$ cat config.mk
export PLATFORM = sky130hd
export DESIGN_NAME = ps2_kbd
export DESIGN_NICKNAME = d
export VERILOG_FILES = /design/src/rtl/kbd_pkg.sv /design/src/rtl/kbd_fifo.sv /design/src/rtl/ps2_kbd.sv
export SDC_FILE = /design/constraint.sdc
export NUM_CORES = 1
export LEC_CHECK = 0
export ABC_AREA = 1
export CORE_MARGIN = 1.5
export CORE_UTILIZATION = 65
export DETAILED_ROUTE_END_ITERATION = 12
export PLACE_DENSITY = 0.94
export SKIP_LAST_GASP = 1
export SYNTH_ARGS = -nofsm -noshare
export SYNTH_HDL_FRONTEND = slang
export SYNTH_SLANG_ARGS = --single-unit
$ cat constraint.sdc
create_clock -name clk -period 5 [get_ports clk]
set_input_delay 1 -clock clk [delete_from_list [all_inputs] [get_ports clk]]
set_output_delay 1 -clock clk [all_outputs]
set_load 0.005 [all_outputs]
$ cat src/rtl/kbd_pkg.sv
// rtl/kbd_pkg.sv - shared types and constants for the PS/2 keyboard receiver
// Contents:
//   kbd_state_e       frame FSM states (IDLE, DATA, PARITY, STOP)
//   KBD_EXT_CODE      scan-code prefix that marks an extended key (8'hE0)
//   KBD_BRK_CODE      scan-code prefix that marks a key release (8'hF0)
//   KBD_BRK_BIT       key_data bit holding the break flag
//   KBD_EXT_BIT       key_data bit holding the extended flag
//   kbd_entry()       packs code and flags into a 16-bit key entry
package kbd_pkg;

    typedef enum logic [1:0] {
        ST_IDLE   = 2'd0,
        ST_DATA   = 2'd1,
        ST_PARITY = 2'd2,
        ST_STOP   = 2'd3
    } kbd_state_e;

    localparam logic [7:0] KBD_EXT_CODE = 8'hE0;
    localparam logic [7:0] KBD_BRK_CODE = 8'hF0;

    localparam int KBD_BRK_BIT = 8;
    localparam int KBD_EXT_BIT = 9;

    function automatic logic [15:0] kbd_entry(input logic [7:0] code,
                                              input logic       ext,
                                              input logic       brk);
        logic [15:0] e;
        e              = 16'h0000;
        e[7:0]         = code;
        e[KBD_BRK_BIT] = brk;
        e[KBD_EXT_BIT] = ext;
        return e;
    endfunction

endpackage

$ cat src/rtl/kbd_fifo.sv
// rtl/kbd_fifo.sv - show-ahead key FIFO with count-based full/empty
// Ports:
//   clk, rstn     clock, asynchronous active-low reset
//   push_i        write push_data_i at the tail (dropped when full and not popping)
//   push_data_i   entry to write
//   pop_i         remove the head entry (ignored when empty)
//   head_o        head entry, all zeros while empty
//   empty_o       FIFO holds no entries
//   drop_o        a push was refused because the FIFO was full
module kbd_fifo #(
    parameter int DEPTH = 8,
    parameter int WIDTH = 16
) (
    input  logic             clk,
    input  logic             rstn,
    input  logic             push_i,
    input  logic [WIDTH-1:0] push_data_i,
    input  logic             pop_i,
    output logic [WIDTH-1:0] head_o,
    output logic             empty_o,
    output logic             drop_o
);

    localparam int AW = (DEPTH > 1) ? $clog2(DEPTH) : 1;
    localparam int CW = AW + 1;
    localparam logic [AW-1:0] PTR_ONE = AW'(1);
    localparam logic [CW-1:0] CNT_ONE = CW'(1);
    localparam logic [CW-1:0] CNT_MAX = CW'(DEPTH);

    logic [WIDTH-1:0] mem_q [DEPTH];
    logic [AW-1:0]    wr_q, rd_q;
    logic [CW-1:0]    cnt_q;
    logic             full, pop_ok, push_ok;

    assign empty_o = (cnt_q == '0);
    assign full    = (cnt_q == CNT_MAX);
    assign pop_ok  = pop_i & ~empty_o;
    // A pop in the same cycle frees the slot, so a full FIFO still accepts.
    assign push_ok = push_i & (~full | pop_ok);
    assign drop_o  = push_i & full & ~pop_ok;
    assign head_o  = empty_o ? '0 : mem_q[rd_q];

    always_ff @(posedge clk) begin
        if (push_ok) begin
            mem_q[wr_q] <= push_data_i;
        end
    end

    always_ff @(posedge clk or negedge rstn) begin
        if (!rstn) begin
            wr_q  <= '0;
            rd_q  <= '0;
            cnt_q <= '0;
        end else begin
            if (push_ok) begin
                wr_q <= wr_q + PTR_ONE;
            end
            if (pop_ok) begin
                rd_q <= rd_q + PTR_ONE;
            end
            case ({push_ok, pop_ok})
                2'b10:   cnt_q <= cnt_q + CNT_ONE;
                2'b01:   cnt_q <= cnt_q - CNT_ONE;
                default: cnt_q <= cnt_q;
            endcase
        end
    end

endmodule

$ cat src/rtl/ps2_kbd.sv
// rtl/ps2_kbd.sv - PS/2 keyboard frame receiver with prefix decoding and key FIFO
// Optional feature macro: KBD_PARITY_CHK_EN (drop frames with bad odd parity).
// Ports:
//   clk, rstn     system clock, asynchronous active-low reset
//   ps2_clk       PS/2 device clock (asynchronous)
//   ps2_data      PS/2 device data (asynchronous)
//   key_en        pop strobe for the head entry
//   key_data      head entry {6'b0, ext, brk, code}, zero while empty
//   key_av        FIFO non-empty
//   kbd_ovf       sticky overflow, cleared only by reset
module ps2_kbd
    import kbd_pkg::*;
#(
    parameter int FIFO_DEPTH  = 8,
    parameter int TIMEOUT_CYC = 50000
) (
    input  logic        clk,
    input  logic        rstn,
    input  logic        ps2_clk,
    input  logic        ps2_data,
    input  logic        key_en,
    output logic [15:0] key_data,
    output logic        key_av,
    output logic        kbd_ovf
);

    localparam int TW = $clog2(TIMEOUT_CYC + 1);
    localparam logic [TW-1:0] TMO_LAST = TW'(TIMEOUT_CYC - 1);
    localparam logic [TW-1:0] TMO_ONE  = TW'(1);

    logic [1:0]  clk_sync_q, data_sync_q;
    logic        clk_prev_q;
    kbd_state_e  state_q, state_d;
    logic [2:0]  bit_cnt_q, bit_cnt_d;
    logic [7:0]  shift_q, shift_d;
    logic        par_ok_q, par_ok_d;
    logic [TW-1:0] tmo_q, tmo_d;
    logic        done_q, done_d;
    logic        ext_q, ext_d, brk_q, brk_d, ovf_q, ovf_d;
    logic        fall, sdata;
    logic        is_ext, is_brk, push, fifo_empty, fifo_drop;

    assign sdata = data_sync_q[1];
    assign fall  = clk_prev_q & ~clk_sync_q[1];

    always_comb begin
        state_d   = state_q;
        bit_cnt_d = bit_cnt_q;
        shift_d   = shift_q;
        par_ok_d  = par_ok_q;
        tmo_d     = tmo_q;
        done_d    = 1'b0;
        case (state_q)
            ST_IDLE: begin
                tmo_d = '0;
                if (fall && !sdata) begin
                    state_d   = ST_DATA;
                    bit_cnt_d = 3'd0;
                end
            end
            ST_DATA: begin
                if (fall) begin
                    shift_d   = {sdata, shift_q[7:1]};
                    bit_cnt_d = bit_cnt_q + 3'd1;
                    if (bit_cnt_q == 3'd7) begin
                        state_d = ST_PARITY;
                    end
                end
            end
            ST_PARITY: begin
                if (fall) begin
`ifdef KBD_PARITY_CHK_EN
                    // Odd parity: data plus parity must hold an odd number of ones.
                    par_ok_d = ^{sdata, shift_q};
`else
                    par_ok_d = 1'b1;
`endif
                    state_d = ST_STOP;
                end
            end
            ST_STOP: begin
                if (fall) begin
                    state_d = ST_IDLE;
                    done_d  = sdata & par_ok_q;
                end
            end
            default: state_d = ST_IDLE;
        endcase
        // Abandon a partial frame if the device stops clocking mid-frame.
        if (state_q != ST_IDLE) begin
            if (fall) begin
                tmo_d = '0;
            end else if (tmo_q == TMO_LAST) begin
                state_d   = ST_IDLE;
                bit_cnt_d = 3'd0;
                tmo_d     = '0;
            end else begin
                tmo_d = tmo_q + TMO_ONE;
            end
        end
    end

    // The completed code stays in shift_q for the cycle after done_q rises,
    // since shifting only happens once a new start bit has been seen.
    always_comb begin
        is_ext = done_q && (shift_q == KBD_EXT_CODE);
        is_brk = done_q && (shift_q == KBD_BRK_CODE);
        push   = done_q && !is_ext && !is_brk;
        ext_d  = push ? 1'b0 : (ext_q | is_ext);
        brk_d  = push ? 1'b0 : (brk_q | is_brk);
        ovf_d  = ovf_q | fifo_drop;
    end

    always_ff @(posedge clk or negedge rstn) begin
        if (!rstn) begin
            clk_sync_q  <= 2'b11;
            data_sync_q <= 2'b11;
            clk_prev_q  <= 1'b1;
            state_q     <= ST_IDLE;
            bit_cnt_q   <= 3'd0;
            shift_q     <= 8'h00;
            par_ok_q    <= 1'b1;
            tmo_q       <= '0;
            done_q      <= 1'b0;
            ext_q       <= 1'b0;
            brk_q       <= 1'b0;
            ovf_q       <= 1'b0;
        end else begin
            clk_sync_q  <= {clk_sync_q[0], ps2_clk};
            data_sync_q <= {data_sync_q[0], ps2_data};
            clk_prev_q  <= clk_sync_q[1];
            state_q     <= state_d;
            bit_cnt_q   <= bit_cnt_d;
            shift_q     <= shift_d;
            par_ok_q    <= par_ok_d;
            tmo_q       <= tmo_d;
            done_q      <= done_d;
            ext_q       <= ext_d;
            brk_q       <= brk_d;
            ovf_q       <= ovf_d;
        end
    end

    kbd_fifo #(
        .DEPTH (FIFO_DEPTH),
        .WIDTH (16)
    ) u_fifo (
        .clk         (clk),
        .rstn        (rstn),
        .push_i      (push),
        .push_data_i (kbd_entry(shift_q, ext_q, brk_q)),
        .pop_i       (key_en),
        .head_o      (key_data),
        .empty_o     (fifo_empty),
        .drop_o      (fifo_drop)
    );

    assign key_av  = ~fifo_empty;
    assign kbd_ovf = ovf_q;

endmodule

After elaboration in Yosys (flattened, before gate mapping)

Memory sizes are Yosys's and may differ from the RTL's.
Index checks and enable logic that the tools add are counted.

Reduce and logical (&&, ||, !) cells: 14
$add $sub $neg: 6
Mux-type cells: 27
Eq/ne operators: 10
Bitwise logic cells: 13

Operator list:

| operator              | number |
|---|---|
| $mux 16               | 5 |
| $add 16x1->16 const B | 1 |
| $eq 16x16->1 const B  | 1 |
| $eq 8x8->1 const B    | 2 |
| $mux 2                | 8 |
| $mux 3                | 5 |
| $add 3x1->3 const B   | 3 |
| $pmux 2 s4            | 1 |
| $pmux 4 s2            | 1 |
| $eq 2x2->1 const B    | 3 |
| $mux 1                | 6 |
| $pmux 3 s2            | 1 |
| $reduce_bool 2->1     | 3 |
| $and 1x1->1           | 5 |
| $logic_and 1x1->1     | 5 |
| $add 4x1->4 const B   | 1 |
| $eq 2x1->1 const B    | 2 |
| $eq 4x4->1 const B    | 1 |
| $logic_not 4->1       | 1 |
| $not 1->1             | 4 |
| $or 1x1->1            | 4 |
| $sub 4x1->4 const B   | 1 |
| $eq 3x3->1 const B    | 1 |
| $logic_not 1->1       | 3 |
| other kinds (2)       | 2 |

Output and inout port bits: 18
RAM bits: 80
Register bits: 48
Word-level logic and storage cells: 85
Bits of input ports: 5
Memories: 1

Memory list:

| name         | words | width | read ports | clocked after Yosys merged registers in | wr ports | line           | RTL |
|---|---|---|---|---|---|---|---|
| u_fifo.mem_q | 8     | 10    | 1          | 0                                       | 1        | kbd_fifo.sv:30 | `logic [WIDTH-1:0] mem_q [DEPTH];` |

Depth between registers and ports, before layout

Depth after elaboration: 8
Gate-level depth with buffers: 16

Hierarchy

Synthesis repeated with hierarchy kept, for this count alone.

Cells, all modules: 680
Area total of the unflattened synthesis: 7,497.2 um^2

Modules (own cells, without submodules):

| module   | instances | cells an instance | seq. area each (um^2) | area each (um^2) |
|---|---|---|---|---|
| kbd_fifo | 1         | 457               | 4,093.9               | 5,699.2 |
| ps2_kbd  | 1         | 223               | 957.2                 | 1,798.0 |

Worst setup path after synthesis

OpenSTA, ideal clock, no wires.

Path type: input-to-reg
From: in key_en
To: mem u_fifo.mem_q[4][0] in the netlist's numbering (enable)
Slack: 2.524 ns
Data arrival time: 2.100 ns
Data required time: 4.624 ns
Stages on the path: 7
Path buffers: 0
Cells stage by stage: inv_1 nand2_1 nor2_1 nor2_2 inv_1 or2_1 nor2_1

Word-level cells in the longest chain between the ends: 5

Ends and longest elaborated chain:

| item                         | line           | RTL |
|---|---|---|
| from (decl)                  | ps2_kbd.sv:21  | `input logic key_en,` |
| $and 1x1->1                  | kbd_fifo.sv:37 | `assign pop_ok = pop_i & ~empty_o;` |
| $or 1x1->1                   | kbd_fifo.sv:39 | `assign push_ok = push_i & (~full \| pop_ok);` |
| $and 1x1->1                  | kbd_fifo.sv:39 |  |
| $mux 1                       | kbd_fifo.sv:44 | `if (push_ok) begin` |
| $mux 1 (implied by the code) | kbd_fifo.sv:45 | `mem_q[wr_q] <= push_data_i;` |
| to (decl)                    | kbd_fifo.sv:30 |  |

No other way between the ends.

Worst setup path after layout

From: reg u_fifo.rd_q[1]
To: out key_data[9]

Word-level cells in the longest chain between the ends: 2

Ends and longest elaborated chain:

| item                   | line           | RTL |
|---|---|---|
| from (decl)            | kbd_fifo.sv:31 | `logic [AW-1:0] wr_q, rd_q;` |
| from (signal assigned) | kbd_fifo.sv:59 | `rd_q <= rd_q + PTR_ONE;` |
| $mem_v2 8x10           | -              |  |
| $mux 16                | kbd_fifo.sv:41 | `assign head_o = empty_o ? '0 : mem_q[rd_q];` |
| to (decl)              | ps2_kbd.sv:22  | `output logic [15:0] key_data,` |

No other way between the ends.

==> metrics.txt <==
# TYPE chip_impl_metric gauge
chip_impl_metric{name="routed_via_density",unit=""} 6.22
chip_impl_metric{name="post_cts_hold_buffer_count",unit=""} 0
chip_impl_metric{name="timing.critical_path.arrival",unit="ns"} 3.08
chip_impl_metric{name="maxSlewViolCount",unit=""} 0
chip_impl_metric{name="maximum_number_of_pins_on_one_net_before_global_route_repair",unit=""} 49
chip_impl_metric{name="die_w",unit="um"} 95.3
chip_impl_info{name="topRoutingLayerUsed",value="met4"} 1
chip_impl_metric{name="setup-violations-final",unit=""} 0
chip_impl_metric{name="io_buffers",unit=""} 16
chip_impl_metric{name="finalWeightedCongestion",unit=""} 0.914
chip_impl_metric{name="final_critical_path_setup_slack",unit="ns"} 0.920
chip_impl_metric{name="timing.setup.tns",unit="ns"} 0
chip_impl_metric{name="peak_clock_frequency_supported_by_timing",unit="MHz"} 245
chip_impl_metric{name="synth.ff_latch_count",unit=""} 128
chip_impl_metric{name="post-route-drc-count",unit=""} 0
chip_impl_metric{name="met3WireLength",unit="um"} 895
chip_impl_metric{name="clock_skew",unit="ns"} 0.00926
chip_impl_info{name="rsz0062_at_grt",value="false"} 1
chip_impl_metric{name="leakage_power",unit="nW"} 2.48
chip_impl_metric{name="floorplan.die_area",unit="um2"} 9090
chip_impl_metric{name="core.rowCount",unit=""} 33
chip_impl_metric{name="grt_pass1_wl",unit="mm"} 20.0
chip_impl_metric{name="clkTransAtPathRegs",unit="ns"} 0.06
chip_impl_metric{name="detail_route.wirelength",unit="mm"} 12.2
chip_impl_metric{name="initial_utilization",unit="%"} 67.4
chip_impl_info{name="crit_path_end_kind",value="output pin"} 1
chip_impl_metric{name="grt_usage",unit="%"} 30.2
chip_impl_info{name="ys.flop_type",value="edfxtp_1"} 1
chip_impl_metric{name="cts_made_buffers",unit=""} 17
chip_impl_metric{name="routed_wl_per_cell",unit="um"} 18.5
chip_impl_metric{name="synthToLayoutAreaGrowth",unit="%"} 13.7
chip_impl_metric{name="netlist_area",unit="um2"} 5540
chip_impl_metric{name="firstDrtPassIters",unit=""} 5
chip_impl_metric{name="worst-path-max-fanout",unit=""} 42
chip_impl_metric{name="pre_cts_ws",unit="ns"} 1.57
chip_impl_metric{name="htree_num_levels",unit=""} 4
chip_impl_metric{name="yosysWarnings",unit=""} 0
chip_impl_metric{name="postRouteAntennaNets",unit=""} 0
chip_impl_metric{name="route.layer.met1.wl",unit="mm"} 4.73
chip_impl_metric{name="final_nets",unit=""} 552
chip_impl_metric{name="met2_wirelength",unit="mm"} 6.18
chip_impl_info{name="timing_worst_setup_path_type",value="register to output pin"} 1
chip_impl_metric{name="number_of_synthesized_flops_with_an_enable_pin",unit=""} 80
chip_impl_metric{name="cp_data_required_time",unit="ns"} 4.00
chip_impl_metric{name="final_layout_size_suffix_gt1_share",unit="%"} 10.8
chip_impl_metric{name="worst_pin_slew",unit="ns"} 1.25
chip_impl_info{name="cell_at_the_root_of_the_clock_tree",value="clkbuf_8"} 1
chip_impl_metric{name="io_pins",unit=""} 23
chip_impl_metric{name="synthCells",unit=""} 523
chip_impl_metric{name="via_count_of_the_first_global_routing_pass",unit=""} 4014
chip_impl_metric{name="synth.lib_cells_used.distinct",unit=""} 44
chip_impl_metric{name="n_antenna_cell",unit=""} 0
chip_impl_metric{name="detailroute.via_count",unit=""} 4096
chip_impl_metric{name="post-route-min-period",unit="ns"} 4.08
chip_impl_metric{name="max-clock-path-buffers",unit=""} 2
chip_impl_metric{name="grt_overflow",unit=""} 0
chip_impl_metric{name="synth-seq-area-share",unit="%"} 65.1
chip_impl_metric{name="synth.avg_cell_area",unit="um2"} 10.6
chip_impl_metric{name="clkSinkCount",unit=""} 128
chip_impl_info{name="worst_setup_path_start_kind",value="register"} 1
chip_impl_metric{name="ff2ff_setup_slack",unit="ns"} 2.25
chip_impl_metric{name="ir_drop",unit="mV"} 0.332
chip_impl_metric{name="post_detailed_placement_half_perimeter_wirelength",unit="mm"} 7.45
chip_impl_metric{name="initialDrtViolationCount",unit=""} 452
chip_impl_metric{name="maxCapViolations",unit=""} 0
chip_impl_info{name="status",value="finished, final reports clean"} 1
chip_impl_info{name="tritoncts",value="built"} 1
chip_impl_metric{name="slew_headroom",unit="%"} 16.5
chip_impl_metric{name="postSynth.asyncResetShare",unit="%"} 37.5
chip_impl_metric{name="timing_hold_violations_final",unit=""} 0
chip_impl_metric{name="cts_repair_resize_count",unit=""} 0
chip_impl_metric{name="core_region_area",unit="um2"} 8220
chip_impl_metric{name="fin_worst_hold_slack",unit="ns"} 0.353
chip_impl_metric{name="postCtsSetupRepairBufs",unit=""} 0
chip_impl_metric{name="insertion_delay",unit="ns"} 0.52
chip_impl_metric{name="dieHeight",unit="um"} 95.3
chip_impl_metric{name="min_period_over_period",unit="%"} 81.6
chip_impl_info{name="min_path_type",value="register to register"} 1
chip_impl_metric{name="powerDensity",unit="nW/um2"} 583
chip_impl_metric{name="grt_antenna_before_repair",unit=""} 0
-- metrics by stage --
stage                     cells  power (W)  util [%]  cell area, um2
final                       659    0.00367      76.7            6300
after global routing        659    0.00386      76.7            6300
after CTS                   659    0.00366      76.7            6300
after detailed placement    627    0.00249      69.8            5740
after global placement      627    0.00242      69.8            5740
after floorplan             528    0.00209         -            5560
-- final timing paths --
kind / cells after the start / endpoint / startpoint
max: 5 / key_data[9] / u_fifo.rd_q[1]$_DFFE_PN0P_
min: 0 / clk_sync_q[1]$_DFF_PN1_ / clk_sync_q[0]$_DFF_PN1_
max reg2reg: 7 / u_fifo.mem_q[0][5]$_DFFE_PP_ / shift_q[0]$_DFFE_PN0P_
min reg2reg: 0 / clk_sync_q[1]$_DFF_PN1_ / clk_sync_q[0]$_DFF_PN1_
max in group asynchronous: 1 / brk_q$_DFF_PN0_ / rstn
min in group asynchronous: 1 / tmo_q[4]$_DFF_PN0_ / rstn
-- where the power goes --
part | total (W) | switching [W] | internal [W]
Clock | 0.00116 | 0.000486 | 0.000674
Sequential | 0.00153 | 0.000228 | 0.00130
Combinational | 0.000981 | 0.000564 | 0.000416
Total | 0.00367 | 0.00128 | 0.00239
-- synth_stat cells (all sizes together) (5+ instances only) --
cell type / count / area (um2)
a21oi: 13 / 65.1
buf: 10 / 68.8
clkbuf: 13 / 48.8
dfrtp: 43 / 1080
dfstp: 5 / 131
edfxtp: 80 / 2400
ha: 6 / 75.1
inv: 48 / 180
nand2: 68 / 270
nand3: 13 / 70.1
nor2: 115 / 444
nor3: 13 / 86.3
o21ai: 52 / 275
o32ai: 20 / 175
-- per-layer routing --
metal | track usage, % | vias up
li1 | - | 1827
met1 | 36.7 | 1995
met2 | 51.9 | 226
met3 | 5.66 | 48
met4 | 14.2 | 0
met5 | 0 | -
-- registers in the layout (all words and copies together), names as in the netlist --
signal,flops
data_sync_q,2
clk_sync_q,2
shift_q,8
clk_prev_q,1
state_q,2
u_fifo.wr_q,3
brk_q,1
done_q,1
tmo_q,16
bit_cnt_q,3
ext_q,1
u_fifo.rd_q,3
u_fifo.mem_q,80
u_fifo.cnt_q,4
kbd_ovf,1
-- critical path: stages, from the launching register on --
cell and delay [ns]:
dfrtp_1 1.17, o21ai_0 0.32, o32ai_1 0.22, o21ai_1 0.12
nor2_1 0.18, clkdlybuf4s50_1 0.55
-- placed cells by master (no fill, tap or decap), types with 5 or more instances in the layout --
cell	netlist	layout
nor2_1	112	112
edfxtp_1	80	80
nand2_1	64	64
inv_1	43	43
dfrtp_1	43	43
o21ai_0	40	40
o32ai_1	20	20
clkbuf_16	0	16
clkdlybuf4s50_1	0	15
a21oi_1	13	13
nand3_1	12	12
nor3_1	10	10
o21ai_1	8	8
ha_1	6	6
conb_1	1	6
inv_6	0	6
inv_2	5	5
dfstp_2	5	5
clkinv_4	0	5
-- layout make-up --
type	count	area, um2
flip-flops and latches	128	3610
fillers	475	1920
multi-input cells	328	1650
clock buffers	17	414
inverters	49	184
repair buffers	17	163
clock inverters	15	150
well taps	105	131
-- logic make-up after synthesis --
group | synth area share [%]
DFF | 65.1
xor gates and xnor gates | 0.632
AOI/OAI and AO/OA | 10.7
and+or+nand+nor | 16.6
adders and majority gates | 1.35
other | 0.0677
buffers and inverters | 5.44
Note: power is estimated with default switching activity, not from simulation.
